`src/rtl/seg_led_mux.sv`:
```
// rtl/seg_led_mux.sv - parametrised multiplexed seven-segment display driver
module seg_led_mux #(
    parameter int DIGITS         = 6,
    parameter int TICK_DIV       = 50000,
    parameter int PWM_BITS       = 4,
    parameter bit SEL_ACTIVE_LOW = 1'b1,
    parameter bit SEG_ACTIVE_LOW = 1'b1
) (
    input  logic                  sys_clk,
    input  logic                  sys_rst,
    input  logic                  load,
    input  logic [4*DIGITS-1:0]   data,
    input  logic [DIGITS-1:0]     dp,
    input  logic [DIGITS-1:0]     blank,
    input  logic                  lz_en,
    input  logic [PWM_BITS-1:0]   bright,
    output logic                  load_ack,
    output logic                  frame_start,
    output logic [DIGITS-1:0]     seg_sel,
    output logic [7:0]            seg_led
);

    localparam int TW = $clog2(TICK_DIV);
    localparam int IW = (DIGITS > 1) ? $clog2(DIGITS) : 1;
    localparam logic [TW-1:0]     TIMER_LAST = TW'(TICK_DIV - 1);
    localparam logic [IW-1:0]     IDX_LAST   = IW'(DIGITS - 1);
    localparam logic [DIGITS-1:0] SEL_OFF    = SEL_ACTIVE_LOW ? {DIGITS{1'b1}} : {DIGITS{1'b0}};
    localparam logic [7:0]        LED_OFF    = SEG_ACTIVE_LOW ? 8'hFF : 8'h00;

    // Reject illegal builds at elaboration
    if (DIGITS < 1 || DIGITS > 8) begin : g_bad_digits
        $error("seg_led_mux: DIGITS must be 1..8");
    end
    if (TICK_DIV < 2) begin : g_bad_tick
        $error("seg_led_mux: TICK_DIV must be >= 2");
    end
    if (PWM_BITS < 1 || PWM_BITS > 8) begin : g_bad_pwm
        $error("seg_led_mux: PWM_BITS must be 1..8");
    end

    logic [TW-1:0]       timer;
    logic [IW-1:0]       idx;
    logic [PWM_BITS-1:0] pwm_cnt;

    logic [4*DIGITS-1:0] pend_data;
    logic [DIGITS-1:0]   pend_dp;
    logic [DIGITS-1:0]   pend_blank;
    logic                pend_lz;
    logic                pend_valid;

    logic [4*DIGITS-1:0] sh_data;
    logic [DIGITS-1:0]   sh_dp;
    logic [DIGITS-1:0]   sh_blank;
    logic                sh_lz;

    logic                boundary;
    logic                pwm_on;
    logic                lit;
    logic                suppress;
    logic [3:0]          nib;
    logic [DIGITS-1:0]   zero_from;
    logic                zero_acc;
    logic [7:0]          pat;
    logic [DIGITS-1:0]   sel_onehot;
    logic [DIGITS-1:0]   sel_next;
    logic [7:0]          led_next;

    // Active-low glyph for one hex nibble, dp segment off
    function automatic logic [7:0] glyph(input logic [3:0] v);
        case (v)
            4'h0: glyph = 8'hC0;
            4'h1: glyph = 8'hF9;
            4'h2: glyph = 8'hA4;
            4'h3: glyph = 8'hB0;
            4'h4: glyph = 8'h99;
            4'h5: glyph = 8'h92;
            4'h6: glyph = 8'h82;
            4'h7: glyph = 8'hF8;
            4'h8: glyph = 8'h80;
            4'h9: glyph = 8'h90;
            4'hA: glyph = 8'h88;
            4'hB: glyph = 8'h83;
            4'hC: glyph = 8'hC6;
            4'hD: glyph = 8'hA1;
            4'hE: glyph = 8'h86;
            default: glyph = 8'h8E;
        endcase
    endfunction

    // Decode the current slot into next-cycle select and segment values
    always_comb begin
        boundary = (idx == IDX_LAST) && (timer == TIMER_LAST);
        pwm_on   = (bright == {PWM_BITS{1'b1}}) || (pwm_cnt < bright);
        nib      = sh_data[{idx, 2'b00} +: 4];

        // zero_from[k] = nibbles k..DIGITS-1 are all zero
        zero_acc  = 1'b1;
        zero_from = '0;
        for (int k = DIGITS - 1; k >= 0; k--) begin
            zero_acc     = zero_acc & (sh_data[4*k +: 4] == 4'd0);
            zero_from[k] = zero_acc;
        end

        suppress = sh_lz && (idx != '0) && zero_from[idx];
        lit      = (timer != '0) && pwm_on && !sh_blank[idx];

        pat = suppress ? 8'hFF : glyph(nib);
        if (sh_dp[idx]) begin
            pat[7] = 1'b0;
        end

        sel_onehot = DIGITS'(1) << idx;
        sel_next   = lit ? (SEL_ACTIVE_LOW ? ~sel_onehot : sel_onehot) : SEL_OFF;
        led_next   = lit ? (SEG_ACTIVE_LOW ? pat : ~pat) : LED_OFF;
    end

    // Slot timer, digit index and free-running PWM counter
    always_ff @(posedge sys_clk) begin
        if (sys_rst) begin
            timer   <= '0;
            idx     <= '0;
            pwm_cnt <= '0;
        end else begin
            pwm_cnt <= pwm_cnt + 1'b1;
            if (timer == TIMER_LAST) begin
                timer <= '0;
                idx   <= (idx == IDX_LAST) ? '0 : idx + 1'b1;
            end else begin
                timer <= timer + 1'b1;
            end
        end
    end

    // Pending/shadow register pair; shadow only changes on the frame boundary
    always_ff @(posedge sys_clk) begin
        if (sys_rst) begin
            pend_data  <= '0;
            pend_dp    <= '0;
            pend_blank <= '0;
            pend_lz    <= 1'b0;
            pend_valid <= 1'b0;
            sh_data    <= '0;
            sh_dp      <= '0;
            sh_blank   <= '1;
            sh_lz      <= 1'b0;
        end else if (boundary) begin
            pend_valid <= 1'b0;
            if (load) begin
                sh_data  <= data;
                sh_dp    <= dp;
                sh_blank <= blank;
                sh_lz    <= lz_en;
            end else if (pend_valid) begin
                sh_data  <= pend_data;
                sh_dp    <= pend_dp;
                sh_blank <= pend_blank;
                sh_lz    <= pend_lz;
            end
        end else if (load) begin
            pend_data  <= data;
            pend_dp    <= dp;
            pend_blank <= blank;
            pend_lz    <= lz_en;
            pend_valid <= 1'b1;
        end
    end

    // Registered outputs, one cycle behind the scan state
    always_ff @(posedge sys_clk) begin
        if (sys_rst) begin
            seg_sel     <= SEL_OFF;
            seg_led     <= LED_OFF;
            frame_start <= 1'b0;
            load_ack    <= 1'b0;
        end else begin
            seg_sel     <= sel_next;
            seg_led     <= led_next;
            frame_start <= boundary;
            load_ack    <= boundary && (load || pend_valid);
        end
    end

endmodule

```
`config.mk`:
```
export PLATFORM = sky130hd
export DESIGN_NAME = seg_led_mux
export DESIGN_NICKNAME = d
export VERILOG_FILES = /design/src/rtl/seg_led_mux.sv
export SDC_FILE = /design/constraint.sdc
export NUM_CORES = 1
export LEC_CHECK = 0
export ABC_AREA = 1
export BUFFER_PORTS_ARGS = -buffer_cell sky130_fd_sc_hd__buf_2
export CAP_MARGIN = 20
export CELL_PAD_IN_SITES_DETAIL_PLACEMENT = 1
export CELL_PAD_IN_SITES_GLOBAL_PLACEMENT = 2
export CORE_MARGIN = 8
export CORE_UTILIZATION = 35
export CTS_CLUSTER_DIAMETER = 200
export DETAILED_ROUTE_END_ITERATION = 8
export MAX_ROUTING_LAYER = met4
export PLACE_DENSITY = 0.83
export SETUP_SLACK_MARGIN = 0.2
export SLEW_MARGIN = 20
export SYNTH_ARGS = -nofsm -noshare
export SYNTH_HDL_FRONTEND = slang
export SYNTH_SLANG_ARGS = --single-unit
```
`constraint.sdc`:
```
create_clock -name sys_clk -period 2.8 [get_ports sys_clk]
set_input_delay 0.7 -clock sys_clk [delete_from_list [all_inputs] [get_ports sys_clk]]
set_output_delay 0.7 -clock sys_clk [all_outputs]
set_load 0.01 [all_outputs]
```
======== Word-level counts from Yosys, hierarchy flattened ========
Memory sizes are Yosys's and may differ from the RTL's.
Cells that the tools add are included.
word-level totals
  logic and storage cells ................. 77
  register bits ........................... 114
  bits of input ports ..................... 44
  bits in read-only memories .............. 112
  memories ................................ 1
  output and inout bits ................... 16
cells by class
  $lt $le $gt $ge ......................... 2
  add/subtract/negate cells ............... 3
  shift-type cells ........................ 2
  bitwise gates (word level) .............. 8
  muxes and demuxes ....................... 17
  reduce and logical (&&, ||, !) cells .... 24
  equal/unequal tests ..................... 3
memory list
  name             words  width  rd ports  clocked after Yosys merged registers in  write ports  line  source
  (no name shown)  16     7      1         0                                        0            70    case (v)
operator list
  operator                 count
  $mux W24                 2
  $logic_not A4 Y1         6
  $mux W6                  4
  $shiftx A24 B6 Y4        1
  $add A16 B1 Y16 const B  1
  $eq A16 B16 Y1 const B   1
  $reduce_bool A16 Y1      1
  $bmux W1 S3              3
  $mux W8                  1
  $logic_and A1 B1 Y1      6
  $mux W1                  6
  $not A6 Y6               1
  $reduce_or A2 Y1         3
  $shl A1 B3 Y6 const A    1
  $and A1 B1 Y1            5
  $add A4 B1 Y4 const B    1
  $eq A4 B4 Y1 const B     1
  $lt A3 B4 Y1 const B     1
  $lt A4 B4 Y1             1
  $reduce_and A2 Y1        2
  $add A3 B1 Y3 const B    1
  $eq A3 B3 Y1 const B     1
  $mux W3                  1
  $reduce_bool A3 Y1       1
  5 further kinds          7

======== Depth between registers and ports, before layout ========
  depth after elaboration ................. 11
  gate-level depth with buffers ........... 14
  mapped depth without buffers ............ 13

======== Worst setup path before layout ========
Ideal clock, no wire load.
  path type ............................... input to register
  start ................................... input bright[1]
  end ..................................... register seg_led[2]
  library setup time ...................... 0.131 ns
  data required time ...................... 2.669 ns
  slack ................................... 0.978 ns
  buffers on the path ..................... 0
  stages .................................. 10
  data arrival time ....................... 1.691 ns
  cell sequence ........................... inv_1 ha_1 o21ai_0 nand2_1 nand2_1 nand2_1 nand2_1 nand3_1 nor2_2 nand3_1
between the ends
  cells in the longest elaborated chain, start to end .. 6
  elaborated cells on any way between the ends .. 7
  classes of those cells .................. order compare: 1; eq/ne: 1; bitwise: 1; reduce/logical: 4
ends and longest elaborated chain
  element                                       line  source
  from (decl)                                   16    input logic [PWM_BITS-1:0] bright,
  $lt A4 B4 Y1 or $eq A4 B4 Y1 (tied branches)  93    pwm_on = (bright == {PWM_BITS{1'b1}}) || (pwm_cnt < bright);
  $logic_or A1 B1 Y1 (*)                        93
  $logic_and A1 B1 Y1 (*) (2 in series)         105   lit = (timer != '0) && pwm_on && !sh_blank[idx];
  $not A1 Y1 (no source line) (*)               -
  $reduce_or A3 Y1 (no source line) (*)         -
  to (signal assigned)                          177   seg_led <= led_next;
  to (decl)                                     20    output logic [7:0] seg_led
Every way passes the cells marked *; elsewhere a longest branch is shown, timed or not.
A chain may end at the register's enable or synchronous reset.

======== Worst setup path after layout ========
  start ................................... register idx[2]
  end ..................................... register seg_led[1]
between the ends
  cells in the longest elaborated chain, start to end .. 6
  elaborated cells on any way between the ends .. 13
  classes of those cells .................. shift: 1; mux: 4; bitwise: 1; reduce/logical: 6; memory: 1
ends and longest elaborated chain
  element                                                 line  source
  from (decl)                                             42    logic [IW-1:0] idx;
  from (signal assigned)                                  127   idx <= (idx == IDX_LAST) ? '0 : idx + 1'b1;
  branches (longest 6 deep; another with $mem_v2 Z16 W7)  -
Several ways; the timed one is not identified. The select of a mux whose other input is x is not followed.

==> reports/metrics.yaml <==
dp_slack_ns: 0.510
yosysWarnings: 0
std_cell_rows: 46
grt_pass1_wl_microns: 26000
cts_sinks: 114
routedWlPerCell_microns: 14.8
antenna_found_initial: 0
grt_usage: 0.167
synth_compound_area_frac: 0.145
cts_buffer_depth: 2
root_buffer: "clkbuf_16"
cellPowerDensity_nw_per_um2: 656
drc: 0
wl_met2_microns: 7100
antenna_cells: 0
setup_violations: 0
fin_nets: 890
portBuffers: 59
vias: 5203
hold_viol: 0
crit_top_cell: "nand2_1"
synthMuxAreaShare: 0.00909
wl_met1_microns: 7930
cp_max_fo: 17
grt_pass1_vias: 5332
die_y_microns: 141
cpPeakStageDelay_ns: 0.46
pwr-share-comb: 0.054
drv_cap: 0
netlist_instances: 786
synth_top_family_by_area: "simple AND/OR/NAND/NOR gates"
coreArea_sq_um: 15700
synth-xor-area-share: 0.00636
clock_skew_ns: 0.0120
leakagePower_nw: 2.85
clk_latency_ns: 0.42
vdd_ir_drop_max_uv: 432
start_kind: "flop"
numCtsBuffers: 17
dieArea_sq_um: 20000
fmaxAchievable_ghz: 0.461
synthAdderAreaFrac: 0.0295
final_cell_mix: "nand2_1 (259), dfxtp_1 (114), a21oi_1 (83), nand3_1 (70), inv_1 (64)"
viasPerCell: 4.90
period_needed_ns: 2.17
setup_ws_ns: 0.631
area_growth_pct: 20.0
min_period_over_period: 0.775
syn_area_sq_um: 5510
internal_power_mw: 3.37
crit_type: "flop to flop"
yosysUniqueCellTypes: 39
switching_power_mw: 0.967
ant_nets: 0
place_hpwl_microns: 11300
slew_headroom: 0.515
drt_first_pass_iters: 4
tns_ns: 0
overflow: 0
avgSynthCellArea_sq_um: 7.00
min_path_type: "flop to flop"
synth-simple-area-share: 0.309
rsz0062_at_grt: "no"
die_x_microns: 141
drv_slew: 0
crit_slowest_cell: "inv_1"
drive_gt1_frac: 0.141
path_cells: "inv_1, nor2_8, nand2_1, nand2_1, a21oi_1, ha_1, nand2_1, nand2_1, nand2_1, nand2_1"
power_mw: 4.34
cts_hold_buffers: 0
htree_num_levels: 4
cp.arrival_ns: 2.46
ys_ff_latch: 114
syn-num-nets: 843
num_io_pins: 60
mostFrequentLayoutCell: "nand2_1"
cts_resized: 0
crit_path_end_kind: "flop"
grt_max_degree: 73
drtIter0Drc: 258
outcome: "finished, final reports clean"
p_sw_frac: 0.223
rrSetupSlack_ns: 0.63
seq_area_frac_synth: 0.415
place_congestion: 0.796
cts_setup_buffers: 0
cts_tree: "done"
power_frac_clock: 0.558
met3_length_microns: 465
highest_layer: "met4"
rr_worst_depth: 10
initial_core_util: 0.352
p_seq_frac: 0.388
final_cell_area_sq_um: 6610
dpl_cell_area_sq_um: 5950
hold_depth: 2
route.final.wire_length_microns: 15800
clk_pin_slew_ns: 0.05
cp.required_ns: 3.09
worstMarginPinSlew_ns: 0.726
-- layer usage --
| metal | track usage | up-vias |
|---|---|---|
| met5 | - | - |
| met4 | 0.0616 | 0 |
| met3 | 0.0380 | 19 |
| met2 | 0.261 | 80 |
| met1 | 0.207 | 2466 |
| li1 | - | 2638 |
-- critical path: cells and delay by family (launching register included) --
family | cells | cell delay, ns
adder cells (fa/ha/maj) | 1 | 0.31
flip-flops | 1 | 0.34
buffers and inverters | 1 | 0.46
AO/OA/AOI/OAI | 1 | 0.35
AND/OR/NAND/NOR | 7 | 0.59
-- per-stage QoR --
stage / std cells / util / hold slack [ns]
floorplan: 786 / - / 0.424
CTS: 1062 / 0.422 / 0.456
detailed placement: 1030 / 0.380 / 0.446
global route: 1062 / 0.422 / 0.481
finish: 1062 / 0.422 / 0.452
global placement: 1030 / 0.380 / 0.441
-- synth_stat cells (all sizes together) --
library cell    n  area share
mux2i           5      0.0091
a21oi          85       0.079
and2            1      0.0011
nor3            9      0.0091
o21a           27       0.037
clkbuf         16       0.011
or2             4      0.0045
a211oi          1      0.0014
nand2         262        0.18
ha             13       0.030
nand4           8       0.010
inv            71       0.049
nand3b          2      0.0027
o22ai           1      0.0011
buf            23       0.027
o211ai          7      0.0095
nor4            3      0.0034
o21ai          16       0.015
xnor2           1      0.0016
o32ai           1      0.0016
nor2           40       0.032
nand3          70       0.064
xor2            3      0.0048
dfxtp         114        0.41
o21bai          1      0.0014
nor3b           2      0.0027
-- final timing paths --
path                                             from                     to
worst max-delay path              idx[2]$_SDFFE_PP0N_  seg_led[1]$_SDFF_PP1_
worst min-delay path            sh_dp[1]$_SDFFE_PP0P_  sh_dp[1]$_SDFFE_PP0P_
worst max register to register    idx[2]$_SDFFE_PP0N_  seg_led[1]$_SDFF_PP1_
worst min register to register  sh_dp[1]$_SDFFE_PP0P_  sh_dp[1]$_SDFFE_PP0P_
-- cell families (layout without fill, tap and decap cells) --
| kind of cell | Yosys count | count (layout) |
|---|---|---|
| AND/OR/NAND/NOR | 401 | 401 |
| AO/OA/AOI/OAI | 139 | 139 |
| flip-flops | 114 | 114 |
| buffers and inverters | 110 | 170 |
| adder cells (fa/ha/maj) | 13 | 13 |
| multiplexers | 5 | 5 |
| XOR/XNOR | 4 | 4 |
-- state kept, by name, indices dropped and copies added (netlist names) --
name,count
frame_start,1
idx,3
load_ack,1
pend_blank,6
pend_data,24
pend_dp,6
pend_lz,1
pend_valid,1
pwm_cnt,4
seg_led,8
seg_sel,6
sh_blank,6
sh_data,24
sh_dp,6
sh_lz,1
timer,16
-- cell type report --
type / instances / area, sq um
Fill cell: 2020 / 9050
Multi-Input combinational cell: 562 / 2750
Sequential cell: 114 / 2280
Clock buffer: 19 / 453
Timing Repair Buffer: 67 / 380
Tap cell: 216 / 270
Inverter: 71 / 269
Clock inverter: 13 / 206
-- power groups by stage --
stage                     logic (mW)  clock network, mW  registers, mW
after global routing           0.264               2.54           1.69
after CTS                      0.237               2.47           1.68
after detailed placement       0.235                  0           1.72
final                          0.233               2.42           1.68
after global placement         0.223                  0           1.71
after floorplan                0.147                  0           1.71
No activity file was read; power rests on OpenSTA's default activity.
